**src/rtl/cmd_seq_pkg.sv**
```systemverilog
// Shared definitions for the encoded memory-command word: field positions,
// RCW codes and the decoder state type. Encoders and decoder both use these.
package cmd_seq_pkg;

    // Bit positions inside the 32-bit encoded word
    localparam int unsigned CmdAddrMsb      = 31;
    localparam int unsigned CmdAddrLsb      = 17;
    localparam int unsigned CmdBankMsb      = 16;
    localparam int unsigned CmdBankLsb      = 14;
    localparam int unsigned CmdRcwMsb       = 13;
    localparam int unsigned CmdRcwLsb       = 11;
    localparam int unsigned CmdOdtBit       = 10;
    localparam int unsigned CmdCkeDisBit    = 9;
    localparam int unsigned CmdSelBit       = 8;
    localparam int unsigned CmdDqEnBit      = 7;
    localparam int unsigned CmdDqsEnBit     = 6;
    localparam int unsigned CmdDqsToggleBit = 5;
    localparam int unsigned CmdDciBit       = 4;
    localparam int unsigned CmdBufWrBit     = 3;
    localparam int unsigned CmdBufRdBit     = 2;
    localparam int unsigned CmdNopBit       = 1;

    // Pause-word field defaults (skip count and end-of-sequence flag live in addr)
    localparam int unsigned CmdPauseBitsDef = 10;
    localparam int unsigned CmdDoneBitDef   = 10;

    // RAS/CAS/WE in positive logic
    typedef enum logic [2:0] {
        RcwNop       = 3'd0,
        RcwRead      = 3'd2,
        RcwWrite     = 3'd3,
        RcwActivate  = 3'd4,
        RcwPrecharge = 3'd5
    } rcw_e;

    // Packed view of the encoded word, MSB first, matching the bit positions above
    typedef struct packed {
        logic [14:0] addr;
        logic [2:0]  bank;
        logic [2:0]  rcw;
        logic        odt;
        logic        cke_dis;
        logic        sel;
        logic        dq_en;
        logic        dqs_en;
        logic        dqs_toggle;
        logic        dci;
        logic        buf_wr;
        logic        buf_rd;
        logic        nop;
        logic        rsvd;
    } cmd_word_t;

    typedef enum logic [2:0] {
        StIdle,
        StExec,
        StNop,
        StPause,
        StDone,
        StUnder
    } seq_state_e;

    // A word with no RAS/CAS/WE activity is a pause word
    function automatic logic is_pause(input cmd_word_t w);
        return w.rcw == RcwNop;
    endfunction

    // Output image while starved: everything off except ODT and CKE disable
    function automatic cmd_word_t under_word(input cmd_word_t w);
        cmd_word_t r;
        r         = '0;
        r.odt     = w.odt;
        r.cke_dis = w.cke_dis;
        return r;
    endfunction

endpackage

```
**src/rtl/cmd_seq_fifo.sv**
```systemverilog
// Synchronous command FIFO with occupancy count, registered full flag and
// a strobe for a push that had to be dropped.
module cmd_seq_fifo #(
    parameter int unsigned Width     = 32,
    parameter int unsigned DepthBits = 4
) (
    input  logic                 clk_i,
    input  logic                 rst_i,
    input  logic                 push_i,
    input  logic [Width-1:0]     wdata_i,
    input  logic                 pop_i,
    output logic [Width-1:0]     rdata_o,
    output logic                 empty_o,
    output logic                 full_o,
    output logic [DepthBits:0]   count_o,
    output logic                 overflow_o
);

    localparam int unsigned Depth = 1 << DepthBits;

    logic [Width-1:0]     mem_q [Depth];
    logic [DepthBits-1:0] wptr_q;
    logic [DepthBits-1:0] rptr_q;
    logic [DepthBits:0]   count_q;
    logic [DepthBits:0]   count_d;
    logic                 full_q;
    logic                 do_push;
    logic                 do_pop;

    assign empty_o    = (count_q == '0);
    assign do_pop     = pop_i && !empty_o;
    // A push into a full FIFO still fits when the head leaves in the same cycle
    assign do_push    = push_i && (!full_q || do_pop);
    assign overflow_o = push_i && !do_push;
    assign rdata_o    = mem_q[rptr_q];
    assign full_o     = full_q;
    assign count_o    = count_q;

    // Occupancy after this cycle's push/pop
    always_comb begin
        count_d = count_q;
        unique case ({do_push, do_pop})
            2'b10:   count_d = count_q + 1'b1;
            2'b01:   count_d = count_q - 1'b1;
            default: ;
        endcase
    end

    // Pointers, count and full flag
    always_ff @(posedge clk_i) begin
        if (rst_i) begin
            wptr_q  <= '0;
            rptr_q  <= '0;
            count_q <= '0;
            full_q  <= 1'b0;
        end else begin
            if (do_push) wptr_q <= wptr_q + 1'b1;
            if (do_pop)  rptr_q <= rptr_q + 1'b1;
            count_q <= count_d;
            full_q  <= (count_d == (DepthBits + 1)'(Depth));
        end
    end

    // Storage array, no reset needed since reads are gated by count
    always_ff @(posedge clk_i) begin
        if (do_push) mem_q[wptr_q] <= wdata_i;
    end

endmodule

```
**src/rtl/cmd_seq_decode.sv**
```systemverilog
// Command sequence decoder: buffers encoded command words and expands each
// one into per-cycle PHY controls, including pause and NOP expansion.
module cmd_seq_decode
    import cmd_seq_pkg::*;
#(
    parameter int unsigned ADDRESS_NUMBER  = 15,
    parameter int unsigned CMD_PAUSE_BITS  = CmdPauseBitsDef,
    parameter int unsigned CMD_DONE_BIT    = CmdDoneBitDef,
    parameter int unsigned FIFO_DEPTH_BITS = 4
) (
    input  logic                      clk_i,
    input  logic                      rst_i,
    input  logic [31:0]               enc_cmd_i,
    input  logic                      enc_wr_i,
    output logic [ADDRESS_NUMBER-1:0] phy_addr_o,
    output logic [2:0]                phy_bank_o,
    output logic [2:0]                phy_rcw_o,
    output logic                      phy_odt_o,
    output logic                      phy_cke_dis_o,
    output logic                      phy_sel_o,
    output logic                      phy_dq_en_o,
    output logic                      phy_dqs_en_o,
    output logic                      phy_dqs_toggle_o,
    output logic                      phy_dci_o,
    output logic                      phy_buf_wr_o,
    output logic                      phy_buf_rd_o,
    output logic                      seq_busy_o,
    output logic                      seq_done_o,
    output logic                      fifo_full_o,
    output logic                      err_underrun_o,
    output logic                      err_overflow_o
);

    localparam logic [CMD_PAUSE_BITS-1:0] CntOne = CMD_PAUSE_BITS'(1);

    logic [31:0]               fifo_rdata;
    logic                      fifo_empty;
    logic                      fifo_overflow;
    logic [FIFO_DEPTH_BITS:0]  unused_fifo_count;
    logic                      pop;
    logic                      advance;

    cmd_word_t                 head_w;
    cmd_word_t                 out_q;
    seq_state_e                state_q;
    logic [CMD_PAUSE_BITS-1:0] cnt_q;
    logic                      seq_busy_q;
    logic                      seq_done_q;
    logic                      err_underrun_q;
    logic                      err_overflow_q;

    logic                      cur_pause;
    logic                      cur_nop_cmd;
    logic                      cur_done;
    logic [CMD_PAUSE_BITS-1:0] cur_skip;
    logic                      unused_rsvd;

    cmd_seq_fifo #(
        .Width     (32),
        .DepthBits (FIFO_DEPTH_BITS)
    ) u_fifo (
        .clk_i      (clk_i),
        .rst_i      (rst_i),
        .push_i     (enc_wr_i),
        .wdata_i    (enc_cmd_i),
        .pop_i      (pop),
        .rdata_o    (fifo_rdata),
        .empty_o    (fifo_empty),
        .full_o     (fifo_full_o),
        .count_o    (unused_fifo_count),
        .overflow_o (fifo_overflow)
    );

    assign head_w = cmd_word_t'(fifo_rdata);

    // Decode of the word currently on the outputs (valid in StExec/StPause)
    always_comb begin
        cur_pause   = is_pause(out_q);
        cur_nop_cmd = !cur_pause && out_q.nop;
        cur_skip    = out_q.addr[CMD_PAUSE_BITS-1:0];
        cur_done    = out_q.addr[CMD_DONE_BIT];
    end

    // Decide whether this cycle wants the next word from the FIFO
    always_comb begin
        advance = 1'b0;
        unique case (state_q)
            StIdle, StUnder, StNop: advance = 1'b1;
            StExec:  advance = !cur_nop_cmd && !(cur_pause && ((cur_skip != '0) || cur_done));
            StPause: advance = (cnt_q == CntOne) && !cur_done;
            default: advance = 1'b0;
        endcase
    end

    assign pop = advance && !fifo_empty;

    // Sequencer FSM with registered PHY outputs and sticky error flags
    always_ff @(posedge clk_i) begin
        if (rst_i) begin
            state_q        <= StIdle;
            out_q          <= '0;
            cnt_q          <= '0;
            seq_busy_q     <= 1'b0;
            seq_done_q     <= 1'b0;
            err_underrun_q <= 1'b0;
            err_overflow_q <= 1'b0;
        end else begin
            seq_done_q <= 1'b0;
            if (fifo_overflow) err_overflow_q <= 1'b1;

            unique case (state_q)
                StIdle: begin
                    if (pop) begin
                        out_q      <= head_w;
                        seq_busy_q <= 1'b1;
                        state_q    <= StExec;
                    end
                end
                StExec: begin
                    if (cur_nop_cmd) begin
                        out_q.rcw <= RcwNop;
                        state_q   <= StNop;
                    end else if (cur_pause && (cur_skip != '0)) begin
                        cnt_q   <= cur_skip;
                        state_q <= StPause;
                    end else if (cur_pause && cur_done) begin
                        out_q      <= '0;
                        seq_busy_q <= 1'b0;
                        seq_done_q <= 1'b1;
                        state_q    <= StDone;
                    end else if (pop) begin
                        out_q <= head_w;
                    end else begin
                        out_q          <= under_word(out_q);
                        err_underrun_q <= 1'b1;
                        state_q        <= StUnder;
                    end
                end
                StNop: begin
                    if (pop) begin
                        out_q   <= head_w;
                        state_q <= StExec;
                    end else begin
                        out_q          <= under_word(out_q);
                        err_underrun_q <= 1'b1;
                        state_q        <= StUnder;
                    end
                end
                StPause: begin
                    if (cnt_q != CntOne) begin
                        cnt_q <= cnt_q - 1'b1;
                    end else if (cur_done) begin
                        out_q      <= '0;
                        seq_busy_q <= 1'b0;
                        seq_done_q <= 1'b1;
                        state_q    <= StDone;
                    end else if (pop) begin
                        out_q   <= head_w;
                        state_q <= StExec;
                    end else begin
                        out_q          <= under_word(out_q);
                        err_underrun_q <= 1'b1;
                        state_q        <= StUnder;
                    end
                end
                StDone: begin
                    state_q <= StIdle;
                end
                StUnder: begin
                    if (pop) begin
                        out_q   <= head_w;
                        state_q <= StExec;
                    end
                end
                default: begin
                    state_q <= StIdle;
                end
            endcase
        end
    end

    assign phy_addr_o       = out_q.addr[ADDRESS_NUMBER-1:0];
    assign phy_bank_o       = out_q.bank;
    assign phy_rcw_o        = out_q.rcw;
    assign phy_odt_o        = out_q.odt;
    assign phy_cke_dis_o    = out_q.cke_dis;
    assign phy_sel_o        = out_q.sel;
    assign phy_dq_en_o      = out_q.dq_en;
    assign phy_dqs_en_o     = out_q.dqs_en;
    assign phy_dqs_toggle_o = out_q.dqs_toggle;
    assign phy_dci_o        = out_q.dci;
    assign phy_buf_wr_o     = out_q.buf_wr;
    assign phy_buf_rd_o     = out_q.buf_rd;
    assign seq_busy_o       = seq_busy_q;
    assign seq_done_o       = seq_done_q;
    assign err_underrun_o   = err_underrun_q;
    assign err_overflow_o   = err_overflow_q;

    // The reserved bit is carried in the word image but never driven out
    assign unused_rsvd = out_q.rsvd;

endmodule
```
**config.mk**
```make
export PLATFORM = sky130hd
export DESIGN_NAME = cmd_seq_decode
export DESIGN_NICKNAME = d
export VERILOG_FILES = /design/src/rtl/cmd_seq_pkg.sv /design/src/rtl/cmd_seq_fifo.sv /design/src/rtl/cmd_seq_decode.sv
export SDC_FILE = /design/constraint.sdc
export NUM_CORES = 1
export LEC_CHECK = 0
export BUFFER_PORTS_ARGS = -buffer_cell sky130_fd_sc_hd__buf_2
export CORE_MARGIN = 2
export CORE_UTILIZATION = 36
export CTS_BUF_LIST = sky130_fd_sc_hd__clkbuf_8
export DETAILED_ROUTE_END_ITERATION = 10
export GPL_TIMING_DRIVEN = 1
export PLACE_DENSITY = 0.55
export SETUP_SLACK_MARGIN = 0.2
export SLEW_MARGIN = 15
export SYNTH_ARGS = -nofsm -noshare
export SYNTH_HDL_FRONTEND = slang
export SYNTH_SLANG_ARGS = --single-unit
```
**constraint.sdc**
```tcl
create_clock -name clk_i -period 10.3 [get_ports clk_i]
set_input_delay 1.545 -clock clk_i [delete_from_list [all_inputs] [get_ports clk_i]]
set_output_delay 1.545 -clock clk_i [all_outputs]
set_load 0.1 [all_outputs]
```
==> results.py <==
metrics = {
    "outcome": {
        "run_status": "finished clean",
    },
    "timing": {
        "timing.fmax_mhz": 242,
        "slew_viol_final": 0,
        "worst-slew-pin-transition_ns": 1.10,
        "timing.final.setup_violations": 0,
        "finClkSkew_ns": 0.0371,
        "min_period_ns": 4.13,
        "setup-tns-final_ns": 0,
        "final_hold_viol_count": 0,
        "rsz_0062_raised_after_global_routing": "false",
        "slew_headroom": 0.264,
        "period_share": 0.401,
    },
    "pwr": {
        "power_density_nw_per_um2": 270,
        "peakVddDrop_mv": 0.103,
        "design_power_total_uw": 6740,
        "cell_internal_power_dissipation_uw": 4340,
        "p_leak_uw": 0.00807,
        "clockPowerShare": 0.271,
        "p_comb_frac": 0.311,
        "portion_of_total_power_attributed_to_sequential_cells": 0.418,
        "netSwitchingFraction": 0.356,
        "netSwitchingPower_uw": 2400,
    },
    "clock_tree": {
        "clock_sink_count": 562,
        "clk_pin_slew_worst_paths_ns": 0.05,
        "cts_made_buffers": 96,
        "postCtsResizedCells": 0,
        "clk_root_buffer_cell": "sky130_fd_sc_hd__clkbuf_8",
        "clock_latency_ns": 0.69,
        "h-tree-depth": 3,
        "cts_setup_buffers": 0,
        "max_root_sink_buffers": 3,
        "cts_tree": "built",
        "count_of_hold_buffers_inserted_by_post_cts_repair": 0,
    },
    "final_layout": {
        "num-nets-final": 1254,
        "register_area_um2": 16200,
        "final.fill_count": 5312,
        "layout-drive-gt1-share": 0.300,
        "multiInputGateArea_um2": 5380,
        "areaGrowthSynthToFinish_pct": 13.8,
    },
    "logic_synthesis": {
        "synthCells": 1090,
        "netlist.top_cell.by_area": "sky130_fd_sc_hd__edfxtp_1",
        "synth_xor_area_frac": 0.00360,
        "synthFlopType": "sky130_fd_sc_hd__edfxtp_1",
        "synth_warnings": 0,
        "synth_mux_area_frac": 0.155,
        "ys_top_cells_by_count": "sky130_fd_sc_hd__edfxtp_1, sky130_fd_sc_hd__mux4_2, sky130_fd_sc_hd__dfxtp_1",
        "synth_enable_flop_cells": 496,
        "synthesis.area_um2": 21900,
        "post_synth_adder_cell_area": 0.00719,
        "simple_gate_share_of_the_synthesized_area": 0.0323,
        "yosysMostFrequentCell": "sky130_fd_sc_hd__edfxtp_1",
        "syn_nets": 1137,
        "synth_seq_area_share": 0.740,
        "main_combinational_cell_family_by_area_after_synthesis": "multiplexers",
        "post_synth_main_area_contributors": "sky130_fd_sc_hd__edfxtp_1, sky130_fd_sc_hd__mux4_2, sky130_fd_sc_hd__dfxtp_1",
        "synth-compound-area-share": 0.0416,
        "number_of_register_bits_inferred_by_synthesis": 562,
        "syn_area_per_cell_um2": 20.1,
        "yosys.area.top_type_share": 0.680,
        "async_reset_ff_frac": 0,
        "synth_cell_type_count": 62,
    },
    "floorplan": {
        "die_height_um": 251,
        "effective_utilization_at_floorplan": 0.364,
        "ios": 70,
        "coreArea_um2": 60200,
        "x_dimension_of_the_die_um": 251,
        "floorplan.rows": 90,
        "floorplan_die_area_um2": 62900,
    },
    "routing": {
        "post_detailed_routing_wire_length_um": 50900,
        "first_pass_iters": 5,
        "drt-wirelength-per-cell_um": 24.6,
        "vias_per_cell": 5.29,
        "drc": 0,
        "dr_total_vias": 11000,
        "drtIter0Drc": 805,
        "antenna_left": 0,
    },
    "place": {
        "hpwlAfterDp_um": 26300,
        "buffer_ports.inserted": 68,
        "place_congestion": 0.805,
    },
    "global_routing": {
        "first_global_vias": 11400,
        "grt_remaining_overflow": 0,
        "grt_antenna_before_repair": 2,
        "grt_pass1_wl_um": 75500,
        "grt_max_degree": 64,
        "global_route.usage.total": 0.165,
    },
    "critical_path": {
        "worst-path-max-fanout": 43,
        "criticalPathCategory": "reg2reg",
        "crit_arrival_ns": 4.68,
        "critical_path.startpoint_type": "flop",
        "timing.critical_path.to_type": "flop",
        "crit_required_ns": 10.84,
    },
    "min_path": {
        "min-delay-path-class": "reg2reg",
    },
    "run": {
        "timing.max_cap.violations": 0,
    },
}
flip-flops by register name (all words and copies together) (netlist names), 3 cells and up, named ones only:
register,cells
u_fifo.wptr_q,4
u_fifo.mem_q,496
u_fifo.count_o,5
cnt_q,10
state_q,3
phy_addr_o,15
phy_bank_o,3
u_fifo.rptr_q,4
phy_rcw_o,3
power groups by stage:
stage	Sequential (µW)	Combinational, µW	Clock [µW]
floorplan	2900	1600	0
finish	2820	2100	1830
global placement	2860	2110	0
CTS	2820	2130	1890
global route	2840	2260	1990
detailed placement	2860	2120	0
kinds of logic after synthesis:
family,count (synthesis)
compound gates,125
buf+inv,88
flops,562
fa+ha+maj,12
simple gates,140
mux,154
xor+xnor,9
final timing paths:
path | from | endpoint | slack, ns | depth (start not counted)
hold / removal | err_overflow_o | err_overflow_o | 0.47 | 2
hold reg to reg | err_overflow_o | err_overflow_o | 0.47 | 2
setup / recovery | flop | phy_bank_o[2] | 6.17 | 5
setup reg to reg | flop | phy_bank_o[2] | 6.17 | 5
layer usage:
| layer | wire length (µm) | vias to the layer above | global-route usage |
|---|---|---|---|
| met5 | 22 | - | 0 |
| met4 | 953 | 4 | 0.0486 |
| met3 | 2580 | 85 | 0.0344 |
| met2 | 24400 | 304 | 0.262 |
| met1 | 22900 | 5797 | 0.229 |
| li1 | - | 4763 | - |
through the flow:
step,hold WS (ns),utilization,cell area [µm²],setup WS (ns),std cells
after floorplan,0.450,-,21900,5.63,1090
after global placement,0.443,0.385,23200,5.98,1891
after detailed placement,0.457,0.385,23200,5.98,1891
after CTS,0.469,0.414,24900,5.97,2071
after global routing,0.501,0.414,24900,5.73,2071
final,0.466,0.414,24900,6.17,2072
cell usage in the layout (no fill, tap or decap), drive strengths merged, types with 2 or more instances in the layout:
cell type  instances
xor2               5
and2               2
a221oi             4
clkinv            31
nand2b             7
a32o               2
buf               97
a2bb2oi            2
mux4             149
ha                11
nor4               5
o41ai              2
edfxtp           496
nor3              10
xnor2              4
dfxtp             66
a211oi             2
nor4b              2
a22oi             12
nand3             11
o32ai              4
clkbuf           104
o31a               2
and4               2
mux2i              4
nor2b              5
o31ai              5
nand4              3
nor2              53
a22o              30
inv               55
o211ai             2
or3                2
a21o               5
o21ai             18
a31oi              9
a21oi             19
nand2             33
critical path: stages, from the launching register on:
cell and delay, ns:
sky130_fd_sc_hd__dfxtp_4 0.89, sky130_fd_sc_hd__buf_4 0.85, sky130_fd_sc_hd__buf_4 0.82, sky130_fd_sc_hd__mux4_2 0.61
sky130_fd_sc_hd__mux4_2 0.52, sky130_fd_sc_hd__a22o_1 0.19
final cells by class:
type | instances | share of cell area
timing repair buffer | 97 | 0.0224
inverter | 10 | 0.00150
sequential | 562 | 0.650
antenna | 1 | 0.000100
tap | 782 | 0.0392
clock buffer | 104 | 0.0574
clock inverter | 76 | 0.0134
multi-input combinational | 440 | 0.216
Power figures use the tool's default switching activity.
